## src/rtl/ble_packet_tx.sv

```systemverilog
// ----------------------------------------------------------------------------
// ble_packet_tx
//
// Serialises one Bluetooth LE packet as a stream of symbols:
//    preamble -> access address -> PDU bytes -> CRC-24
// PDU and CRC bits are whitened by a 7-bit LFSR seeded from the channel
// index; the CRC is accumulated over the unwhitened PDU bits. Each symbol is
// held on 'value' for CLKS_PER_SYM clock cycles and announced by a one-cycle
// 'update' strobe. PDU bytes arrive through a one-byte prefetch buffer with a
// valid/ready handshake; if a byte is not available when it must go on air,
// the packet is aborted with an 'underrun' pulse.
//
// Ports
//    clk        : clock, everything on the rising edge
//    rst        : synchronous active-high reset
//    start      : one-cycle transmit request (ignored while busy)
//    acc_addr   : access address, latched on an accepted start
//    channel    : whitening channel index, latched on an accepted start
//    pdu_len    : PDU length in bytes (0..39), latched on an accepted start
//    byte_in    : next PDU byte
//    byte_valid : byte_in is valid
//    byte_ready : block accepts byte_in this cycle
//    update     : strobe marking a new symbol on value
//    value      : transmitted symbol bit
//    busy       : packet in progress
//    done       : one-cycle pulse at normal packet end
//    underrun   : one-cycle pulse when the packet is aborted for lack of data
// ----------------------------------------------------------------------------
module ble_packet_tx #(
   parameter int          CLKS_PER_SYM = 16,
   parameter int          PREAMBLE_LEN = 8,
   parameter int          ACC_ADDR_LEN = 32,
   parameter logic [23:0] CRC_POLY     = 24'h00065B,
   parameter logic [23:0] CRC_INIT     = 24'h555555
) (
   input  logic        clk,
   input  logic        rst,
   input  logic        start,
   input  logic [31:0] acc_addr,
   input  logic [5:0]  channel,
   input  logic [5:0]  pdu_len,
   input  logic [7:0]  byte_in,
   input  logic        byte_valid,
   output logic        byte_ready,
   output logic        update,
   output logic        value,
   output logic        busy,
   output logic        done,
   output logic        underrun
);

   typedef enum logic [2:0] {
      S_IDLE,
      S_PREAMBLE,
      S_ACCESS,
      S_PDU,
      S_CRC
   } state_t;

   localparam int          CW       = (CLKS_PER_SYM > 1) ? $clog2(CLKS_PER_SYM) : 1;
   localparam logic [CW-1:0] SYM_LAST = CW'(CLKS_PER_SYM - 1);
   localparam logic [7:0]  PRE_LAST = 8'(PREAMBLE_LEN - 1);
   localparam logic [7:0]  ACC_LAST = 8'(ACC_ADDR_LEN - 1);

   state_t        state_q, state_d;
   logic [CW-1:0] sym_cnt_q, sym_cnt_d;
   logic [7:0]    bit_cnt_q, bit_cnt_d;
   logic [31:0]   acc_sh_q, acc_sh_d;
   logic [5:0]    len_q, len_d;
   logic [23:0]   crc_q, crc_d;
   logic [6:0]    wht_q, wht_d;
   logic [7:0]    shift_q, shift_d;
   logic [7:0]    buf_q, buf_d;
   logic          buf_full_q, buf_full_d;
   logic [5:0]    fetch_cnt_q, fetch_cnt_d;
   logic [5:0]    byte_idx_q, byte_idx_d;
   logic          value_q, value_d;
   logic          update_q, update_d;
   logic          busy_q, busy_d;
   logic          done_q, done_d;
   logic          underrun_q, underrun_d;

   logic          go_byte;
   logic          go_crc;
   logic          pdu_emit;
   logic          pdu_bit;

   // CRC-24 step on one unwhitened PDU bit.
   function automatic logic [23:0] crc_step(input logic [23:0] c, input logic d);
      logic fb;
      fb = c[23] ^ d;
      crc_step = {c[22:0], 1'b0} ^ (fb ? CRC_POLY : 24'h0);
   endfunction

   // Whitening LFSR step: w0<=w6, w4<=w3^w6, other bits shift up by one.
   function automatic logic [6:0] wht_step(input logic [6:0] w);
      wht_step = {w[5], w[4], w[3] ^ w[6], w[2], w[1], w[0], w[6]};
   endfunction

   // Prefetch is open during the over-the-air part of the packet whenever the
   // single buffer slot is free and bytes are still owed by the source.
   assign byte_ready = ((state_q == S_PREAMBLE) || (state_q == S_ACCESS) || (state_q == S_PDU))
                       && !buf_full_q && (fetch_cnt_q < len_q);

   // Next-state logic. Each symbol boundary (counter at its last value) picks
   // the next bit of the current field or moves on to the next field. The
   // first bit of every PDU byte must come out of the prefetch buffer; an
   // empty buffer at that point aborts the packet instead of issuing a symbol.
   always_comb begin
      state_d     = state_q;
      sym_cnt_d   = sym_cnt_q;
      bit_cnt_d   = bit_cnt_q;
      acc_sh_d    = acc_sh_q;
      len_d       = len_q;
      crc_d       = crc_q;
      wht_d       = wht_q;
      shift_d     = shift_q;
      buf_d       = buf_q;
      buf_full_d  = buf_full_q;
      fetch_cnt_d = fetch_cnt_q;
      byte_idx_d  = byte_idx_q;
      value_d     = value_q;
      busy_d      = busy_q;
      update_d    = 1'b0;
      done_d      = 1'b0;
      underrun_d  = 1'b0;
      go_byte     = 1'b0;
      go_crc      = 1'b0;
      pdu_emit    = 1'b0;
      pdu_bit     = 1'b0;

      if (byte_valid && byte_ready) begin
         buf_d       = byte_in;
         buf_full_d  = 1'b1;
         fetch_cnt_d = fetch_cnt_q + 6'd1;
      end

      case (state_q)
         S_IDLE: begin
            value_d = 1'b0;
            busy_d  = 1'b0;
            if (start) begin
               state_d     = S_PREAMBLE;
               acc_sh_d    = acc_addr;
               len_d       = pdu_len;
               crc_d       = CRC_INIT;
               wht_d       = {channel[0], channel[1], channel[2], channel[3],
                              channel[4], channel[5], 1'b1};
               buf_full_d  = 1'b0;
               fetch_cnt_d = '0;
               byte_idx_d  = '0;
               bit_cnt_d   = '0;
               sym_cnt_d   = '0;
               value_d     = acc_addr[0];
               update_d    = 1'b1;
               busy_d      = 1'b1;
            end
         end
         default: begin
            if (sym_cnt_q != SYM_LAST) begin
               sym_cnt_d = sym_cnt_q + CW'(1);
            end else begin
               sym_cnt_d = '0;
               update_d  = 1'b1;
               case (state_q)
                  S_PREAMBLE: begin
                     if (bit_cnt_q != PRE_LAST) begin
                        bit_cnt_d = bit_cnt_q + 8'd1;
                        value_d   = acc_sh_q[0] ^ bit_cnt_d[0];
                     end else begin
                        state_d   = S_ACCESS;
                        bit_cnt_d = '0;
                        value_d   = acc_sh_q[0];
                        acc_sh_d  = acc_sh_q >> 1;
                     end
                  end
                  S_ACCESS: begin
                     if (bit_cnt_q != ACC_LAST) begin
                        bit_cnt_d = bit_cnt_q + 8'd1;
                        value_d   = acc_sh_q[0];
                        acc_sh_d  = acc_sh_q >> 1;
                     end else if (len_q == 6'd0) begin
                        go_crc = 1'b1;
                     end else begin
                        go_byte = 1'b1;
                     end
                  end
                  S_PDU: begin
                     if (bit_cnt_q != 8'd7) begin
                        bit_cnt_d = bit_cnt_q + 8'd1;
                        pdu_emit  = 1'b1;
                        pdu_bit   = shift_q[0];
                        shift_d   = shift_q >> 1;
                     end else if (byte_idx_q == len_q - 6'd1) begin
                        go_crc = 1'b1;
                     end else begin
                        byte_idx_d = byte_idx_q + 6'd1;
                        go_byte    = 1'b1;
                     end
                  end
                  S_CRC: begin
                     if (bit_cnt_q != 8'd23) begin
                        bit_cnt_d = bit_cnt_q + 8'd1;
                        value_d   = crc_q[23] ^ wht_q[6];
                        crc_d     = crc_q << 1;
                        wht_d     = wht_step(wht_q);
                     end else begin
                        state_d  = S_IDLE;
                        update_d = 1'b0;
                        done_d   = 1'b1;
                        busy_d   = 1'b0;
                        value_d  = 1'b0;
                     end
                  end
                  default: ;
               endcase

               // CRC goes out MSB first through the whitener; shifting the
               // register left keeps the next bit in position 23.
               if (go_crc) begin
                  state_d   = S_CRC;
                  bit_cnt_d = '0;
                  value_d   = crc_q[23] ^ wht_q[6];
                  crc_d     = crc_q << 1;
                  wht_d     = wht_step(wht_q);
               end

               if (go_byte) begin
                  if (buf_full_q) begin
                     state_d    = S_PDU;
                     bit_cnt_d  = '0;
                     buf_full_d = 1'b0;
                     pdu_emit   = 1'b1;
                     pdu_bit    = buf_q[0];
                     shift_d    = {1'b0, buf_q[7:1]};
                  end else begin
                     state_d    = S_IDLE;
                     update_d   = 1'b0;
                     underrun_d = 1'b1;
                     busy_d     = 1'b0;
                     value_d    = 1'b0;
                  end
               end

               // The CRC sees the raw PDU bit; only the line value is whitened.
               if (pdu_emit) begin
                  value_d = pdu_bit ^ wht_q[6];
                  crc_d   = crc_step(crc_q, pdu_bit);
                  wht_d   = wht_step(wht_q);
               end
            end
         end
      endcase
   end

   // State and output registers with synchronous reset.
   always_ff @(posedge clk) begin
      if (rst) begin
         state_q     <= S_IDLE;
         sym_cnt_q   <= '0;
         bit_cnt_q   <= '0;
         acc_sh_q    <= '0;
         len_q       <= '0;
         crc_q       <= '0;
         wht_q       <= '0;
         shift_q     <= '0;
         buf_q       <= '0;
         buf_full_q  <= 1'b0;
         fetch_cnt_q <= '0;
         byte_idx_q  <= '0;
         value_q     <= 1'b0;
         update_q    <= 1'b0;
         busy_q      <= 1'b0;
         done_q      <= 1'b0;
         underrun_q  <= 1'b0;
      end else begin
         state_q     <= state_d;
         sym_cnt_q   <= sym_cnt_d;
         bit_cnt_q   <= bit_cnt_d;
         acc_sh_q    <= acc_sh_d;
         len_q       <= len_d;
         crc_q       <= crc_d;
         wht_q       <= wht_d;
         shift_q     <= shift_d;
         buf_q       <= buf_d;
         buf_full_q  <= buf_full_d;
         fetch_cnt_q <= fetch_cnt_d;
         byte_idx_q  <= byte_idx_d;
         value_q     <= value_d;
         update_q    <= update_d;
         busy_q      <= busy_d;
         done_q      <= done_d;
         underrun_q  <= underrun_d;
      end
   end

   assign update   = update_q;
   assign value    = value_q;
   assign busy     = busy_q;
   assign done     = done_q;
   assign underrun = underrun_q;

endmodule
```

## config.mk

```make
export PLATFORM = sky130hd
export DESIGN_NAME = ble_packet_tx
export DESIGN_NICKNAME = d
export VERILOG_FILES = /design/src/rtl/ble_packet_tx.sv
export SDC_FILE = /design/constraint.sdc
export NUM_CORES = 1
export LEC_CHECK = 0
export BUFFER_PORTS_ARGS = -buffer_cell sky130_fd_sc_hd__buf_2
export CORE_UTILIZATION = 30
export DETAILED_ROUTE_END_ITERATION = 7
export PLACE_DENSITY = 0.56
export SYNTH_ARGS = -nofsm -noshare
export SYNTH_HDL_FRONTEND = slang
export SYNTH_SLANG_ARGS = --single-unit
```

## constraint.sdc

```tcl
create_clock -name clk -period 4.65 [get_ports clk]
set_input_delay 0.93 -clock clk [delete_from_list [all_inputs] [get_ports clk]]
set_output_delay 0.93 -clock clk [all_outputs]
set_load 0.02 [all_outputs]
```

## Word-level counts from Yosys, hierarchy flattened

Cells that the tools add are included.

- Flip-flop bits (word level): 118
- Logic and storage cells: 187
- Input bits: 56

- Mux-type cells: 115
- Reduce and logical (&&, ||, !) cells: 22
- $lt $le $gt $ge: 1
- Bitwise operators: 10
- Add/sub/neg operators: 5
- Equal/unequal tests: 17

Operators with widths:

| kind | count |
|---|---|
| $mux 24 | 7 |
| $mux 32 | 5 |
| $mux 8 | 14 |
| $pmux 32 s2 | 1 |
| $mux 1 | 55 |
| $mux 6 | 9 |
| $mux 7 | 7 |
| $pmux 8 s4 | 1 |
| $xor 24x11->24 | 1 |
| $mux 3 | 7 |
| $ne 8x5->1 const B | 2 |
| $reduce_and 5->1 | 3 |
| $add 6x1->6 const B | 2 |
| $mux 4 | 3 |
| $mux 11 | 1 |
| $add 8x1->8 const B | 1 |
| $ne 8x3->1 const B | 1 |
| $reduce_bool 4->1 | 2 |
| $reduce_or 4->1 | 2 |
| $eq 3x2->1 const B | 2 |
| $eq 6x6->1 | 1 |
| $logic_not 6->1 | 1 |
| $lt 6x6->1 | 1 |
| $ne 2x1->1 const B | 3 |
| other kinds (25) | 38 |

## Logic depth before layout (Yosys ltp)

- Depth in word-level cells: 16
- Depth in mapped cells: 12
- Gate-level depth less buffers: 10

## Worst setup path before layout

No wires, ideal clock.

- Kind: register -> register
- Start: register len_q[0]
- End: register crc_q[9]
- Stages on the path, launching flop included: 12
- Arrival time: 2723 ps
- Data required time: 4554 ps
- Path slack: 1832 ps
- Buffers on the path: 2
- Clock period less this slack: 2818 ps
- Cell sequence: dfxtp_1 > inv_1 > ha_1 > xor2_1 > o2111ai_2 > or4_4 > and2_4 > buf_6 > a41o_1 > buf_6 > or4_1 > o311ai_1

- Cells in the longest elaborated chain, start to end: 16
- Elaborated cells on any way between the ends: 33
- Those cells by class: 1 x add/sub; 1 x eq/ne; 25 x mux; 2 x bitwise; 4 x reduce/logical

RTL lines:

| what | line | RTL |
|---|---|---|
| start, declared | 69 | `logic [5:0] len_q, len_d;` |
| start signal, assigned | 281 | `len_q <= len_d;` |
| $sub 6x1->6 | 194 | `end else if (byte_idx_q == len_q - 6'd1) begin` |
| $eq 6x6->1 | 194 |  |
| $mux 1 | 194 |  |
| $mux 1 | 189 | `if (bit_cnt_q != 8'd7) begin` |
| $pmux 1 s2 | 165 | `case (state_q)` |
| $mux 1 | 160 | `if (sym_cnt_q != SYM_LAST) begin` |
| $mux 1 | 138 | `case (state_q)` |
| $mux 1 | 228 | `if (go_byte) begin` |
| $mux 1 | 160 |  |
| $mux 1 | 138 |  |
| $xor 1x1->1 | 91 | `fb = c[23] ^ d;` |
| $mux 11 | 92 | `crc_step = {c[22:0], 1'b0} ^ (fb ? CRC_POLY : 24'h0);` |
| $xor 24x11->24 | 92 |  |
| $mux 24 | 246 | `if (pdu_emit) begin` |
| $mux 24 | 160 |  |
| $mux 24 | 138 |  |
| end signal, assigned | 282 | `crc_q <= crc_d;` |
| end, declared | 70 | `logic [23:0] crc_q, crc_d;` |

Parallel ways exist; a longest one is shown, timed or not. The select of a mux whose other input is x is not followed.
A chain may end at the register's enable or synchronous reset.

## Worst setup path in the final report

- Start: register bit_cnt_q[1]
- End: register crc_q[3]

- Cells in the longest elaborated chain, start to end: 14
- Elaborated cells on any way between the ends: 35
- Those cells by class: 3 x eq/ne; 27 x mux; 2 x bitwise; 3 x reduce/logical

RTL lines:

| what | line | RTL |
|---|---|---|
| start, declared | 67 | `logic [7:0] bit_cnt_q, bit_cnt_d;` |
| start signal, assigned | 279 | `bit_cnt_q <= bit_cnt_d;` |
| $ne 8x3->1 / $ne 8x5->1 (equally long branches) | 189, 178 |  |
| $mux 1 (on tied branches) | 189, 178 |  |
| $pmux 1 s2 | 165 |  |
| $mux 1 | 160 |  |
| $mux 1 | 138 |  |
| $mux 1 | 228 |  |
| $mux 1 | 160 |  |
| $mux 1 | 138 |  |
| $xor 1x1->1 | 91 |  |
| $mux 11 | 92 |  |
| $xor 24x11->24 | 92 |  |
| $mux 24 | 246 |  |
| $mux 24 | 160 |  |
| $mux 24 | 138 |  |

Parallel ways exist; a longest one is shown, timed or not. The select of a mux whose other input is x is not followed.

==> out/results.txt <==
WP data arrival -> 3.57 ns
Status -> complete, but fails checks
Via count -> 5,146
CP required -> 4.96 ns
Worst path max stage delay -> 0.63 ns
Die Ht -> 139.8 um
Clk root buf -> clkbuf_16
Fillers -> 1,964
Initial core utilization -> 30.55%
Final Cycle Share -> 70.05%
Die area -> 19,540 um2
Hold Path Class -> flop to flop
CTS Buf Count -> 17
Top FF cell, synth -> dfxtp_1
Synthesized cell area -> 5695 um2
Drt total wl -> 14,480 um
Io pins -> 62
CP max FO -> 10
Syn Inst Count -> 719
Final setup violation count -> 0
Core Region -> 18,640 um2
Number of synthesized flops with an enable pin -> 0
Post-synthesis net count -> 787
Register area share after synthesis -> 41.48%
Violated checks -> design-rule violations
Post-Route Skew -> 0.01256 ns
# rows -> 50
WP buf/inv -> 0
Least-Margin Pin Slew -> 0.9959 ns
CP cell instances -> ha_1, nand4bb_1, nor4_4, nand2_1, a2111oi_2, o22ai_2, or4_1, o311ai_0
Synthesis-to-finish area growth -> 19.00%
# DRC -> 1
RePlAce Congestion -> 0.8431
Cell with the largest stage delay on the worst path -> nor4_4
# resized after CTS -> 0
All-layer global routing usage -> 15.36%
Hold WS -> 0.4531 ns
Synth cell types -> 63
Final Hold Viols -> 0
Pwr/cell area -> 477.8 nW/um2
Vias per cell -> 5.141
H-tree depth -> 4
Port Buffers -> 61
DRT Pass-1 Iters -> 8
Ys Warns -> 0
Peak VDD IR -> 0.2390 mV
WS Path Type -> flop to flop
Final Max Slew Viols -> 0
Clk buf depth -> 2
Leak -> 2.510 nW
Ant. Diodes -> 0
RSZ-0062 raised after global routing -> false
Remaining global-route overflow -> 0
CP delay by family, top -> simple AND/OR/NAND/NOR gates
Cts-stage hold buffer count -> 0
Final nets -> 822
WL per Instance -> 14.47 um
Syn avg cell area -> 7.921 um2
Clock slew seen by the registers of the worst setup and hold paths -> 0.06 ns
First-pass GRT wire length -> 24,030 um
Nature of the critical path endpoint -> flop
ANT nets after route -> 0
Setup Fix Bufs, Post-CTS -> 0
CTS sink count -> 118
Vias in the first global route -> 4,753
Die Wd -> 139.8 um
Non-filler instance count after layout -> 1,001
Clk Latency, worst-skew pair -> 0.43 ns
Post-synthesis async set-or-reset flop share -> 0%
Antenna violations before repair -> 0
Cells after DPL -> 969
Post-layout minimum cycle time -> 3.258 ns
TritonCTS clock tree -> yes
Largest net degree at the start of global routing -> 65
CP Launch Type -> flop
Share of layout cells above drive strength 1 -> 14.99%
Yosys reg bits -> 118
Fmax -> 307.0 MHz
Slew headroom -> 33.21%
Post-DP HPWL -> 9547 um
Maxcap violations -> 0
Setup_tns -> 0 ns
DR iter-0 viols -> 314
## worst min-delay path, cell delays in order (launching register included)
cell	delay (ns)
dfxtp_1	0.31
nand2_1	0.05
a21oi_1	0.05
## logic make-up (layout without fill, tap and decap cells)
logic type,Yosys count,in the layout,share of synthesized area (%)
AO/OA/AOI/OAI,180,180,22.54
XOR/XNOR,22,22,3.383
adder cells (fa/ha/maj),12,12,2.636
buffers and inverters,69,117,5.030
flip-flops,118,118,41.48
multiplexers,1,1,0.1758
AND/OR/NAND/NOR,317,317,24.76
## state kept, by name, indices dropped and copies added, names as in the netlist, 7 cells and up
name	count
acc_sh_q	32
bit_cnt_q	8
buf_q	8
crc_q	24
shift_q	8
wht_q	7
## cells in the final DEF (no fill, tap or decap), types with 5 or more instances in the layout
cell / Yosys / layout
buf_2: 3 / 60
a22oi_1: 9 / 9
ha_1: 12 / 12
and3_1: 5 / 5
dfxtp_1: 118 / 118
nand2b_1: 5 / 5
inv_6: 0 / 5
o22ai_1: 18 / 18
a21oi_1: 43 / 43
a311oi_1: 38 / 38
nand2_1: 140 / 139
nand3_1: 13 / 13
nand4_1: 9 / 9
inv_1: 17 / 17
buf_4: 2 / 8
xnor2_1: 8 / 8
o21ai_0: 14 / 14
nand4b_1: 5 / 5
a31oi_1: 5 / 5
xor2_1: 14 / 14
clkbuf_16: 0 / 17
nor2_1: 111 / 111
nor3_1: 5 / 5
a211oi_1: 15 / 15
## where the power goes
| part | total, mW | internal [mW] | switching, mW | leakage [nW] |
|---|---|---|---|---|
| clock | 1.42 | 0.917 | 0.504 | 0.301 |
| sequential | 1.21 | 1.12 | 0.0855 | 0.963 |
| combinational | 0.608 | 0.212 | 0.396 | 1.25 |
## synth_stat cells, types with 5 or more instances
cell,count,area (um2)
o22ai_1,18,112.6
nor3_1,5,25.02
a311oi_1,38,332.8
nand2_1,140,525.5
nand2b_1,5,31.28
nor2_1,111,416.7
nand4_1,9,56.30
nand3_1,13,65.06
nand4b_1,5,43.79
xnor2_1,8,70.07
inv_1,17,63.81
a211oi_1,15,112.6
a31oi_1,5,31.28
and3_1,5,31.28
dfxtp_1,118,2362
o21ai_0,14,70.07
clkbuf_1,44,165.2
xor2_1,14,122.6
a21oi_1,43,215.2
a22oi_1,9,67.56
ha_1,12,150.1
## layout make-up
| class | instances | area [um2] | share of cell area [%] |
|---|---|---|---|
| Clock buffer | 19 | 442.9 | 6.535 |
| Clock inverter | 13 | 191.4 | 2.824 |
| Inverter | 17 | 63.81 | 0.9415 |
| Multi-Input combinational cell | 532 | 3064 | 45.21 |
| Sequential cell | 118 | 2362 | 34.85 |
| Tap cell | 234 | 292.8 | 4.320 |
| Timing Repair Buffer | 68 | 360.3 | 5.317 |
## final timing paths
path | endpoint | start | depth (start not counted) | slack (ns)
max | crc_q[3]$_SDFFE_PP0P_ | bit_cnt_q[1]$_SDFFE_PP0P_ | 8 | 1.39
min | wht_q[4]$_SDFFE_PP0P_ | wht_q[4]$_SDFFE_PP0P_ | 2 | 0.45
max reg2reg | crc_q[3]$_SDFFE_PP0P_ | bit_cnt_q[1]$_SDFFE_PP0P_ | 8 | 1.39
min reg2reg | wht_q[4]$_SDFFE_PP0P_ | wht_q[4]$_SDFFE_PP0P_ | 2 | 0.45
## stage by stage
step | worst slack (ns) | power (mW) | utilization (%) | cell area (um2)
global placement | 1.447 | 1.835 | 32.95 | 6143
CTS | 1.378 | 3.265 | 36.36 | 6778
floorplan | 1.832 | 1.666 | - | 5695
finish | 1.392 | 3.238 | 36.36 | 6778
global route | 1.106 | 3.402 | 36.36 | 6778
detailed placement | 1.396 | 1.839 | 32.95 | 6143
## per-layer routing
metal,track usage (%),up-vias,routed length [um]
li1,-,2636,-
met1,20.91,2403,7284
met2,23.24,92,6437
met3,3.820,15,536
met4,5.842,0,225
met5,0,-,0
Power figures use the tool's default switching activity.
